$ cat config.mk
export PLATFORM = sky130hd
export DESIGN_NAME = rf_port_arbiter
export DESIGN_NICKNAME = d
export VERILOG_FILES = /design/src/rtl/rf_pkg.sv /design/src/rtl/rr_arb2.sv /design/src/rtl/rf_port_arbiter.sv
export SDC_FILE = /design/constraint.sdc
export NUM_CORES = 1
export LEC_CHECK = 0
export ABC_AREA = 1
export CORE_MARGIN = 4
export CORE_UTILIZATION = 38
export CTS_CLUSTER_SIZE = 24
export DETAILED_ROUTE_END_ITERATION = 8
export GPL_TIMING_DRIVEN = 0
export PLACE_DENSITY = 0.87
export SYNTH_ARGS = -nofsm -noshare
export SYNTH_HDL_FRONTEND = slang
export SYNTH_SLANG_ARGS = --single-unit
export TNS_END_PERCENT = 5
$ cat constraint.sdc
create_clock -name clk -period 1.4 [get_ports clk]
set_input_delay 0.28 -clock clk [delete_from_list [all_inputs] [get_ports clk]]
set_output_delay 0.28 -clock clk [all_outputs]
set_load 0.005 [all_outputs]
$ cat src/rtl/rf_pkg.sv
// Shared types and constants for the reg_file port arbiter.
package rf_pkg;

    localparam int REG_WIDTH = 8;
    localparam int RS_AW     = 4;
    localparam int RT_AW     = 3;
    localparam int RD_AW     = 2;
    localparam int RS_DEPTH  = 12;

    typedef struct packed {
        logic                 write;
        logic [RS_AW-1:0]     rs;
        logic [RT_AW-1:0]     rt;
        logic [RD_AW-1:0]     rd;
        logic [REG_WIDTH-1:0] wdata;
    } rf_req_t;

    typedef struct packed {
        logic [REG_WIDTH-1:0] rs_data;
        logic [REG_WIDTH-1:0] rt_data;
        logic                 err;
    } rf_rsp_t;

    // rs space is not a power of two, so the top addresses are illegal.
    function automatic logic rs_out_of_range(input logic [RS_AW-1:0] addr);
        return addr >= RS_AW'(RS_DEPTH);
    endfunction

endpackage

$ cat src/rtl/rr_arb2.sv
// Two-way round-robin arbiter; the requester not granted most recently wins.
module rr_arb2 (
    input  logic       clk,
    input  logic       rst_n,
    input  logic [1:0] req,
    input  logic       update,
    output logic [1:0] gnt
);

    logic rr_last;

    always_comb begin
        gnt = 2'b00;
        if (req[0] && (!req[1] || rr_last)) begin
            gnt[0] = 1'b1;
        end else if (req[1]) begin
            gnt[1] = 1'b1;
        end
    end

    // Starting at 1 gives requester 0 first priority out of reset.
    always_ff @(posedge clk or negedge rst_n) begin
        if (!rst_n) begin
            rr_last <= 1'b1;
        end else if (update && (gnt != 2'b00)) begin
            rr_last <= gnt[1];
        end
    end

endmodule

$ cat src/rtl/rf_port_arbiter.sv
// Shares reg_file ports between two requesters through one issue stage and per-requester response slots.
module rf_port_arbiter
    import rf_pkg::*;
(
    input  logic                           clk,
    input  logic                           rst_n,
    input  logic [1:0]                     req_valid,
    output logic [1:0]                     req_ready,
    input  logic [1:0]                     req_write,
    input  logic [1:0][RS_AW-1:0]          req_rs_addr,
    input  logic [1:0][RT_AW-1:0]          req_rt_addr,
    input  logic [1:0][RD_AW-1:0]          req_rd_addr,
    input  logic [1:0][REG_WIDTH-1:0]      req_wdata,
    output logic [1:0]                     rsp_valid,
    input  logic [1:0]                     rsp_ready,
    output logic [1:0][REG_WIDTH-1:0]      rsp_rs_data,
    output logic [1:0][REG_WIDTH-1:0]      rsp_rt_data,
    output logic [1:0]                     rsp_err,
    output logic                           rf_write,
    output logic [RS_AW-1:0]               rf_rs_addr,
    output logic [RT_AW-1:0]               rf_rt_addr,
    output logic [RD_AW-1:0]               rf_rd_addr,
    output logic [REG_WIDTH-1:0]           rf_rd_in,
    input  logic [REG_WIDTH-1:0]           rf_rs_out,
    input  logic [REG_WIDTH-1:0]           rf_rt_out
);

    logic       s1_valid;
    logic       s1_id;
    rf_req_t    s1_req;
    logic [1:0] eligible;
    logic [1:0] gnt;
    logic       gnt_id;
    rf_req_t    granted;
    logic       s1_read;
    logic       rs_err;
    rf_rsp_t    slot [2];
    logic [1:0] slot_valid;

    // A read may only enter when its slot is guaranteed free by the time the data arrives.
    always_comb begin
        eligible = 2'b00;
        for (int i = 0; i < 2; i++) begin
            eligible[i] = req_write[i]
                        | (~(s1_valid & ~s1_req.write & (s1_id == 1'(i)))
                           & (~slot_valid[i] | rsp_ready[i]));
        end
    end

    rr_arb2 u_arb (
        .clk    (clk),
        .rst_n  (rst_n),
        .req    (req_valid & eligible),
        .update (gnt != 2'b00),
        .gnt    (gnt)
    );

    assign req_ready = gnt;
    assign gnt_id    = gnt[1];

    always_comb begin
        granted       = '0;
        granted.write = req_write[gnt_id];
        granted.rs    = req_rs_addr[gnt_id];
        granted.rt    = req_rt_addr[gnt_id];
        granted.rd    = req_rd_addr[gnt_id];
        granted.wdata = req_wdata[gnt_id];
    end

    always_ff @(posedge clk or negedge rst_n) begin
        if (!rst_n) begin
            s1_valid <= 1'b0;
            s1_id    <= 1'b0;
            s1_req   <= '0;
        end else begin
            s1_valid <= (gnt != 2'b00);
            if (gnt != 2'b00) begin
                s1_id  <= gnt_id;
                s1_req <= granted;
            end
        end
    end

    assign rf_write   = s1_valid & s1_req.write;
    assign rf_rs_addr = s1_req.rs;
    assign rf_rt_addr = s1_req.rt;
    assign rf_rd_addr = s1_req.rd;
    assign rf_rd_in   = s1_req.wdata;

    assign s1_read = s1_valid & ~s1_req.write;
    assign rs_err  = rs_out_of_range(s1_req.rs);

    // A refill takes priority over a clear so a same-edge drain and refill stays valid.
    always_ff @(posedge clk or negedge rst_n) begin
        if (!rst_n) begin
            slot_valid <= 2'b00;
            slot[0]    <= '0;
            slot[1]    <= '0;
        end else begin
            for (int i = 0; i < 2; i++) begin
                if (s1_read && (s1_id == 1'(i))) begin
                    slot_valid[i]      <= 1'b1;
                    slot[i].rs_data    <= rs_err ? '0 : rf_rs_out;
                    slot[i].rt_data    <= rf_rt_out;
                    slot[i].err        <= rs_err;
                end else if (slot_valid[i] && rsp_ready[i]) begin
                    slot_valid[i] <= 1'b0;
                end
            end
        end
    end

    always_comb begin
        rsp_valid   = slot_valid;
        rsp_rs_data = '0;
        rsp_rt_data = '0;
        rsp_err     = '0;
        for (int i = 0; i < 2; i++) begin
            rsp_rs_data[i] = slot[i].rs_data;
            rsp_rt_data[i] = slot[i].rt_data;
            rsp_err[i]     = slot[i].err;
        end
    end

endmodule

==> summary.txt, run 1 <==
status -> complete, but fails checks
failing checks -> negative setup slack
global-route wire length before repair -> 12500 um
Syn-to-layout area delta -> 65.4%
Slew Viols, Final -> 0
synth unique cells -> 19
synth cell count leaders -> nand2_1 (83), dfrtp_1 (56), nand3_1 (37)
CP cell instances -> clkdlybuf4s50_1 -> inv_1 -> nand2_1 -> nand2_4 -> nand2_4 -> nand2_4 -> o21ai_4 -> buf_6 -> inv_2 -> buf_6
Worst Setup End Kind -> primary output
crit share post-route -> 1.25
share of the synthesized area in the top cell type -> 0.529
Final Wtd Congestion -> 0.847
cell family with most CP delay -> buffers and inverters
Critical Path Fanout Max -> 3
dominant cell by count in the synthesized netlist -> nand2_1
Synth Register Bits -> 57
pwr dens -> 1760 nW/um^2
area of the core -> 6790 sq um
Synth area leader -> dfrtp_1
CP Data Arrival Time -> 1.47 ns
Worst Hold Class -> in -> async
die footprint -> 8380 sq um
initial antenna violation count -> 0
FF-to-FF path depth -> 12
clock buffer count from CTS -> 9
final setup TNS -> -3.29 ns
total track usage -> 0.187
Final Net Count -> 495
clock tree root driver cell -> clkbuf_8
CTS Sinks -> 57
max cap viols -> 0
reg2reg start -> s1_req[17]
Worst-Margin Slew -> 0.533 ns
worst reg2reg endpoint -> rf_rt_addr[1]
kind of critical path -> in -> out
Max Fclk -> 571 MHz
# DRC -> 0
largest net degree at the start of global routing -> 37
Post-DRT Antenna Nets -> 0
starting density of the core -> 0.390
Via density -> 4.75
Ports -> 114
Slew HR -> 0.645
vias in the first global route -> 2607
final worst setup slack -> -0.351 ns
chip height -> 91.5 um
async set-or-reset flop fraction in the synthesized netlist -> 1.00
H-Tree Level Count -> 3
drt pass-1 iters -> 4
Vias -> 2553
I/O Buffers -> 113
Mapped Cells -> 293
dpl hpwl -> 5610 um
Final min period -> 1.75 ns
GR Overflow Total -> 0
Pleak -> 0.00220 uW
Seq/Total Area, Yosys -> 0.538
fin util -> 0.645
number of flops mapped to enable cells by yosys -> 0
Worst Path Buf+Inv -> 5
Finish-stage setup viols -> 33
Ant. Diodes -> 0
cell row count -> 30
CP max stage delay -> 0.45 ns
flop-to-flop setup slack -> -0.16 ns
worst-skew pair later-pin latency -> 0.32 ns
Worst-path clk slew -> 0.06 ns
clock tree from TritonCTS -> yes
Syn Nets -> 351
die width -> 91.5 um
final hold violation count -> 0
slowest stage cell, crit path -> clkdlybuf4s50_1
1st-iter DRT viols -> 99
CP required -> 1.12 ns
drt wl/cell -> 14.7 um
RSZ-0062 raised after global routing -> yes
Worst path most repeated cell -> nand2_4
YS warnings -> 0
Detailed Route WL -> 7890 um
Synth Flop Type -> dfrtp_1
clock skew -> 0.00445 ns
Clock Path Buffers -> 2
share of cells above drive strength 1 -> 0.295
Mean Syn Cell Area -> 9.05 sq um
CP Launch Type -> input pin
synth top area cells -> dfrtp_1 (53%), nand2_1 (12%), nand3_1 (7.0%), o21ai_0 (6.6%), a21boi_0 (4.8%)
synthesized cell area -> 2650 sq um
Max rail drop VDD -> 0.612 mV
[per-layer routing]
layer  wire, um  vias up  share of wire  GRT usage
met4        129        0          0.016     0.0741
met1       3210     1208           0.41      0.234
met5          0        -              0          0
met3        631       14          0.080     0.0472
li1           -     1221              -          -
met2       3920      110           0.50      0.309
[per-stage QoR]
step	instances	instance area (sq um)	setup slack (ns)	total power [uW]	hold slack (ns)
after floorplan	293	2650	-0.0565	4170	-0.0156
after global routing	537	4380	-0.441	8260	0.516
after global placement	502	3900	-1.70	6060	0.465
final	537	4380	-0.351	7730	0.479
after detailed placement	503	3920	-0.945	6190	0.293
after CTS	534	4210	-0.416	7580	0.478
[sequential cells by signal, summed over array words and instances (netlist names)]
register       flops
s1_id              1
s1_req             1
u_arb.rr_last      1
rf_rs_addr         4
rsp_valid          2
rsp_rt_data       16
rf_rd_addr         2
s1_valid           1
rf_rd_in           8
rsp_err            2
rsp_rs_data       16
rf_rt_addr         3
[kinds of logic (layout without fill, tap and decap cells)]
group,Yosys count,count (layout),synth area share
flip-flops,57,57,0.538
buffers and inverters,52,200,0.112
AO/OA/AOI/OAI,55,55,0.125
AND/OR/NAND/NOR,129,129,0.225
[worst max path at each step]
| stage | start | endpoint | slack (ns) | cells after the start |
|---|---|---|---|---|
| detailed placement | rsp_ready[0] | req_ready[1] | -0.94 | 10 |
| CTS | s1_id | req_ready[1] | -0.42 | 9 |
| finish | rsp_ready[0] | req_ready[1] | -0.35 | 10 |
| global placement | rst_n | rf_rs_addr[1] | -1.70 | 1 |
| floorplan | s1_valid | req_ready[1] | -0.06 | 7 |
| global route | s1_id | req_ready[1] | -0.44 | 9 |
[layout by cell type, fill, tap and decap left out, types with 4 or more instances in the layout]
cell             count
a21boi_0            17
buf_4               46
buf_6               14
clkbuf_2             4
clkbuf_8            11
clkdlybuf4s50_1     56
dfrtp_1             54
dlygate4sd2_1       36
inv_1               15
nand2_1             81
nand2_4              6
nand3_1             12
nand3_2             25
o21ai_0             32
o21ai_1              4
[worst reg2reg max path, cell delays in order, from the launching register on]
cell	delay [ns]
dfrtp_1	0.40
inv_2	0.10
nand3_4	0.08
nand2_4	0.07
nand2_4	0.06
nand3_2	0.07
nand2_2	0.07
buf_6	0.12
buf_6	0.10
buf_6	0.11
buf_12	0.14
nand3_2	0.08
nand3_2	0.07
[cell type report]
cell class	count	area [sq um]
fillers	563	2410
flip-flops and latches	57	1430
repair buffers	134	1250
multi-input cells	184	1070
plain buffers	30	226
clock buffers	12	155
well taps	96	120
inverters	21	86.3
clock inverters	3	40.0
[timing repair]
item	CTS	global route
buffers inserted	16	3
resized for setup	86	43
endpoints found under the setup margin	75	52
endpoints found under the hold margin	21	0
pin swaps	6	13
hold buffers	1	0
[report_power, final]
group | internal (uW) | total (uW) | switching (uW)
logic | 1840 | 3450 | 1610
clock network | 904 | 1520 | 617
registers | 2360 | 2760 | 401
total | 5100 | 7730 | 2630
Note: power is estimated with default switching activity, not from simulation.
==> inputs of run 2 (changes only) <==
Settings changed: CORE_UTILIZATION 38 to 42, PLACE_DENSITY 0.87 to 0.91.
Clock period 1.4 ns to 2 ns, I/O delays scaled along.
==> summary.txt, run 2 (synthesis gave the netlist of run 1 again) <==
final hold violation count -> 0
area of the core -> 6030 sq um
chip height -> 87.5 um
critical path startpoint -> req_write[0]
CTS Sinks -> 57
drt pass-1 iters -> 5
post-route cell area -> 4260 sq um
Critical Path Fanout Max -> 2
H-Tree Level Count -> 3
status -> completed
crit share post-route -> 0.988
Max rail drop VDD -> 0.707 mV
# DRC -> 0
clock buffer count from CTS -> 9
pwr dens -> 1340 nW/um^2
cell row count -> 28
Worst Setup End Kind -> primary output
kind of critical path -> in -> out
Final Net Count -> 489
hold_buf cts -> 0
Slew HR -> 0.540
drt wl/cell -> 15.5 um
GR Overflow Total -> 0
Syn-to-layout area delta -> 60.5%
placed cell areas -> 3890 sq um
Detailed Route WL -> 7910 um
die width -> 87.5 um
reg2reg start -> s1_valid
Post-DRT Antenna Nets -> 0
vias in the first global route -> 2707
most frequent cells in the layout -> clkdlybuf4s50_1 (109), nand2_1 (80), dfrtp_1 (54), nand3_1 (36), o21ai_0 (35)
CP Launch Type -> input pin
Post-Place Cells -> 482
I/O Buffers -> 113
final setup TNS -> 0 ns
Final Wtd Congestion -> 0.822
worst-skew pair later-pin latency -> 0.33 ns
Pleak -> 0.00200 uW
max cap viols -> 0
Slew Viols, Final -> 0
Filler cells -> 453
die footprint -> 7650 sq um
dpl hpwl -> 5710 um
RSZ-0062 raised after global routing -> yes
largest net degree at the start of global routing -> 30
Ports -> 114
Worst-Margin Slew -> 0.690 ns
clock skew -> 0.00485 ns
clock tree root driver cell -> clkbuf_8
Clock Path Buffers -> 2
Via density -> 5.01
total track usage -> 0.215
fin util -> 0.706
share of cells above drive strength 1 -> 0.188
clock tree from TritonCTS -> yes
CP Data Arrival Time -> 1.58 ns
initial antenna violation count -> 0
Final min period -> 1.98 ns
Worst Hold Class -> in -> async
Finish-stage setup viols -> 0
global-route wire length before repair -> 12700 um
starting density of the core -> 0.440
Worst-path clk slew -> 0.07 ns
commonest non-fill, non-tap cell in the layout -> clkdlybuf4s50_1
Max Fclk -> 506 MHz
1st-iter DRT viols -> 60
FF-to-FF path depth -> 11
CP required -> 1.60 ns
Vias -> 2559
Post-Layout Cell Count -> 511
Ant. Diodes -> 0
[run 2: path summary, 6_finish.rpt]
| path | endpoint | slack, ns |
|---|---|---|
| setup / recovery | req_ready[1] | 0.02 |
| hold / removal | rsp_rt_data[15] | 0.11 |
| setup reg to reg | rf_rs_addr[0] | 0.11 |
| hold reg to reg | rsp_err[0] | 0.48 |
| max in group asynchronous | rsp_rs_data[14] | 1.30 |
| min in group clk | rsp_valid[0] | 0.37 |
[run 2: metrics by stage]
| stage | hold WS [ns] | setup slack [ns] | total power, uW |
|---|---|---|---|
| after floorplan | 0.104 | 0.423 | 2920 |
| after global placement | 0.466 | -1.15 | 4220 |
| after detailed placement | 0.474 | -0.602 | 4330 |
| after CTS | 0.119 | -0.0121 | 5720 |
| after global routing | 0.158 | -0.0358 | 6070 |
| final | 0.112 | 0.0242 | 5700 |
[run 2: power by group]
group	leakage (uW)	switching, uW	total [uW]	internal, uW
registers	0.000697	294	1950	1650
clock network	0.000115	473	1240	765
logic	0.00118	1060	2520	1450
total	0.00200	1830	5700	3870
[run 2: layout make-up]
type	instances	area [sq um]	area share
inverters	21	83.8	0.0197
clock buffers	11	151	0.0356
clock inverters	5	77.6	0.0182
flip-flops and latches	57	1430	0.336
plain buffers	30	216	0.0509
multi-input cells	184	953	0.224
well taps	75	93.8	0.0220
repair buffers	128	1250	0.294
[run 2: timing repair]
| action | CTS | global route |
|---|---|---|
| resized for setup | 19 | 6 |
| buffers inserted | 13 | 1 |
| pin swaps | 6 | 4 |
| endpoints found under the setup margin | 2 | 12 |
[run 2: worst max-delay path: stages]
cell and delay (ns):
clkdlybuf4s50_1 0.50, inv_1 0.10, nand2_4 0.08, nand2_4 0.05, o21ai_4 0.18, buf_6 0.13
inv_2 0.03, buf_6 0.10
[run 2: routing by layer]
metal	GRT usage	share of wire
met1	0.249	0.39
met2	0.370	0.51
met3	0.0511	0.082
met4	0.105	0.022
met5	0	0
==> inputs of run 3 (changes only) <==
Settings changed: CAP_MARGIN from default to 20, CORE_UTILIZATION 42 to 25, PLACE_DENSITY 0.91 to 0.63.
==> summary.txt, run 3 (synthesis gave the netlist of run 1 again) <==
CP required -> 1.60 ns
clock tree from TritonCTS -> yes
critical path startpoint -> rsp_ready[1]
Vias -> 2469
I/O Buffers -> 113
total track usage -> 0.127
CP Data Arrival Time -> 1.53 ns
Switching Power -> 1770 uW
switch share -> 0.325
crit share post-route -> 0.966
fin util -> 0.412
Max rail drop VDD -> 0.429 mV
internal power -> 3670 uW
RSZ-0062 raised after global routing -> yes
Pleak -> 0.00195 uW
# DRC -> 0
GR Overflow Total -> 0
Worst-path clk slew -> 0.07 ns
Max Fclk -> 518 MHz
clock tree root driver cell -> clkbuf_8
Syn-to-layout area delta -> 60.3%
Final Wtd Congestion -> 0.753
dpl hpwl -> 5730 um
status -> completed
worst reg2reg endpoint -> rf_rt_addr[1]
register area -> 1430 sq um
flop-to-flop setup slack -> 0.45 ns
cell row count -> 37
die footprint -> 12300 sq um
Clock Power Share -> 0.197
FF-to-FF path depth -> 10
Via density -> 4.35
Worst-Margin Slew -> 0.627 ns
area of the core -> 10300 sq um
largest net degree at the start of global routing -> 32
initial antenna violation count -> 0
starting density of the core -> 0.257
Ant. Diodes -> 0
commonest non-fill, non-tap cell in the layout -> clkdlybuf4s50_1
Sequential Power Share -> 0.355
Combinational Power Share -> 0.448
Final Net Count -> 485
vias in the first global route -> 2532
kind of critical path -> in -> out
final setup TNS -> 0 ns
Slew Viols, Final -> 0
die width -> 111 um
Ports -> 114
Slew HR -> 0.582
Detailed Route WL -> 7730 um
most frequent cells in the layout -> clkdlybuf4s50_1 (109), nand2_1 (80), dfrtp_1 (56), nand3_1 (37), o21ai_0 (35)
1st-iter DRT viols -> 103
Post-DRT Antenna Nets -> 0
drt wl/cell -> 13.6 um
Critical Path Fanout Max -> 2
Worst Hold Class -> in -> async
drt pass-1 iters -> 4
Finish-stage setup viols -> 0
Filler cells -> 1045
pwr dens -> 1280 nW/um^2
last element of the critical path -> req_ready[1]
multi-input logic area -> 948 sq um
CTS Sinks -> 57
Worst Setup End Kind -> primary output
Final min period -> 1.93 ns
H-Tree Level Count -> 3
Clock Path Buffers -> 2
clock buffer count from CTS -> 9
global-route wire length before repair -> 12600 um
max cap viols -> 0
final hold violation count -> 0
chip height -> 111 um
share of cells above drive strength 1 -> 0.169
worst-skew pair later-pin latency -> 0.33 ns
reg2reg start -> s1_id
CP Launch Type -> input pin
clock skew -> 0.00964 ns
[run 3: power groups by stage]
stage                     logic, uW  registers, uW  clock network, uW
after CTS                      2480           1930               1110
final                          2440           1930               1070
after global routing           2670           2000               1170
after global placement         2360           1930                  0
after detailed placement       2390           1950                  0
after floorplan                 984           1940                  0
[run 3: stage by stage]
step / area (sq um) / total power, uW / worst slack (ns) / instances / hold WS [ns]
after global placement: 3950 / 4300 / -1.32 / 542 / 0.468
after global routing: 4250 / 5840 / -0.0140 / 568 / 0.101
after floorplan: 2650 / 2920 / 0.423 / 293 / 0.104
after CTS: 4240 / 5520 / 0.0361 / 567 / 0.0794
after detailed placement: 3970 / 4340 / -0.592 / 543 / 0.449
final: 4250 / 5430 / 0.0682 / 568 / 0.0781
[run 3: how the worst min path moves through the flow]
| stage | to | slack, ns | depth (start not counted) | startpoint |
|---|---|---|---|---|
| 5_1_grt | rsp_rs_data[1] | 0.10 | 1 | rst_n |
| 3_3_place_gp | rsp_rs_data[13] | 0.47 | 2 | rsp_rs_data[13] |
| 2_1_floorplan | rf_rd_addr[0] | 0.10 | 0 | rst_n |
| 3_5_place_dp | rsp_rs_data[1] | 0.45 | 1 | rst_n |
| 6_report | rsp_rs_data[1] | 0.08 | 1 | rst_n |
| 4_1_cts | rsp_rs_data[1] | 0.08 | 1 | rst_n |
[run 3: final cells by class]
| class | count | share of cell area |
|---|---|---|
| clock inverter | 5 | 0.0130 |
| multi-input combinational | 184 | 0.223 |
| tap | 136 | 0.0400 |
| buffer | 31 | 0.0521 |
| sequential | 57 | 0.336 |
| timing repair buffer | 123 | 0.283 |
| inverter | 21 | 0.0197 |
| clock buffer | 11 | 0.0333 |
[run 3: repair_timing]
| item | in CTS | in global routing |
|---|---|---|
| pin swaps | 7 | 1 |
| resized for setup | 18 | 1 |
| buffers inserted | 8 | 1 |
| hold buffers | 0 | 0 |
| endpoints found under the setup margin | 2 | 2 |
[run 3: worst max-delay path, cell delays in order]
cell and delay [ns]:
clkdlybuf4s50_1 0.45, inv_1 0.04, nand2_2 0.07, nand2_4 0.06, nand2_4 0.07, nand2_4 0.06, inv_4 0.06, o21ai_4 0.06
buf_6 0.12, inv_1 0.04, buf_2 0.10
[run 3: layer usage]
layer | GRT usage | vias to the layer above | share of wire
li1 | - | 1204 | -
met1 | 0.153 | 1172 | 0.44
met2 | 0.211 | 82 | 0.48
met3 | 0.0420 | 11 | 0.067
met4 | 0.0443 | 0 | 0.015
met5 | 0 | - | 0
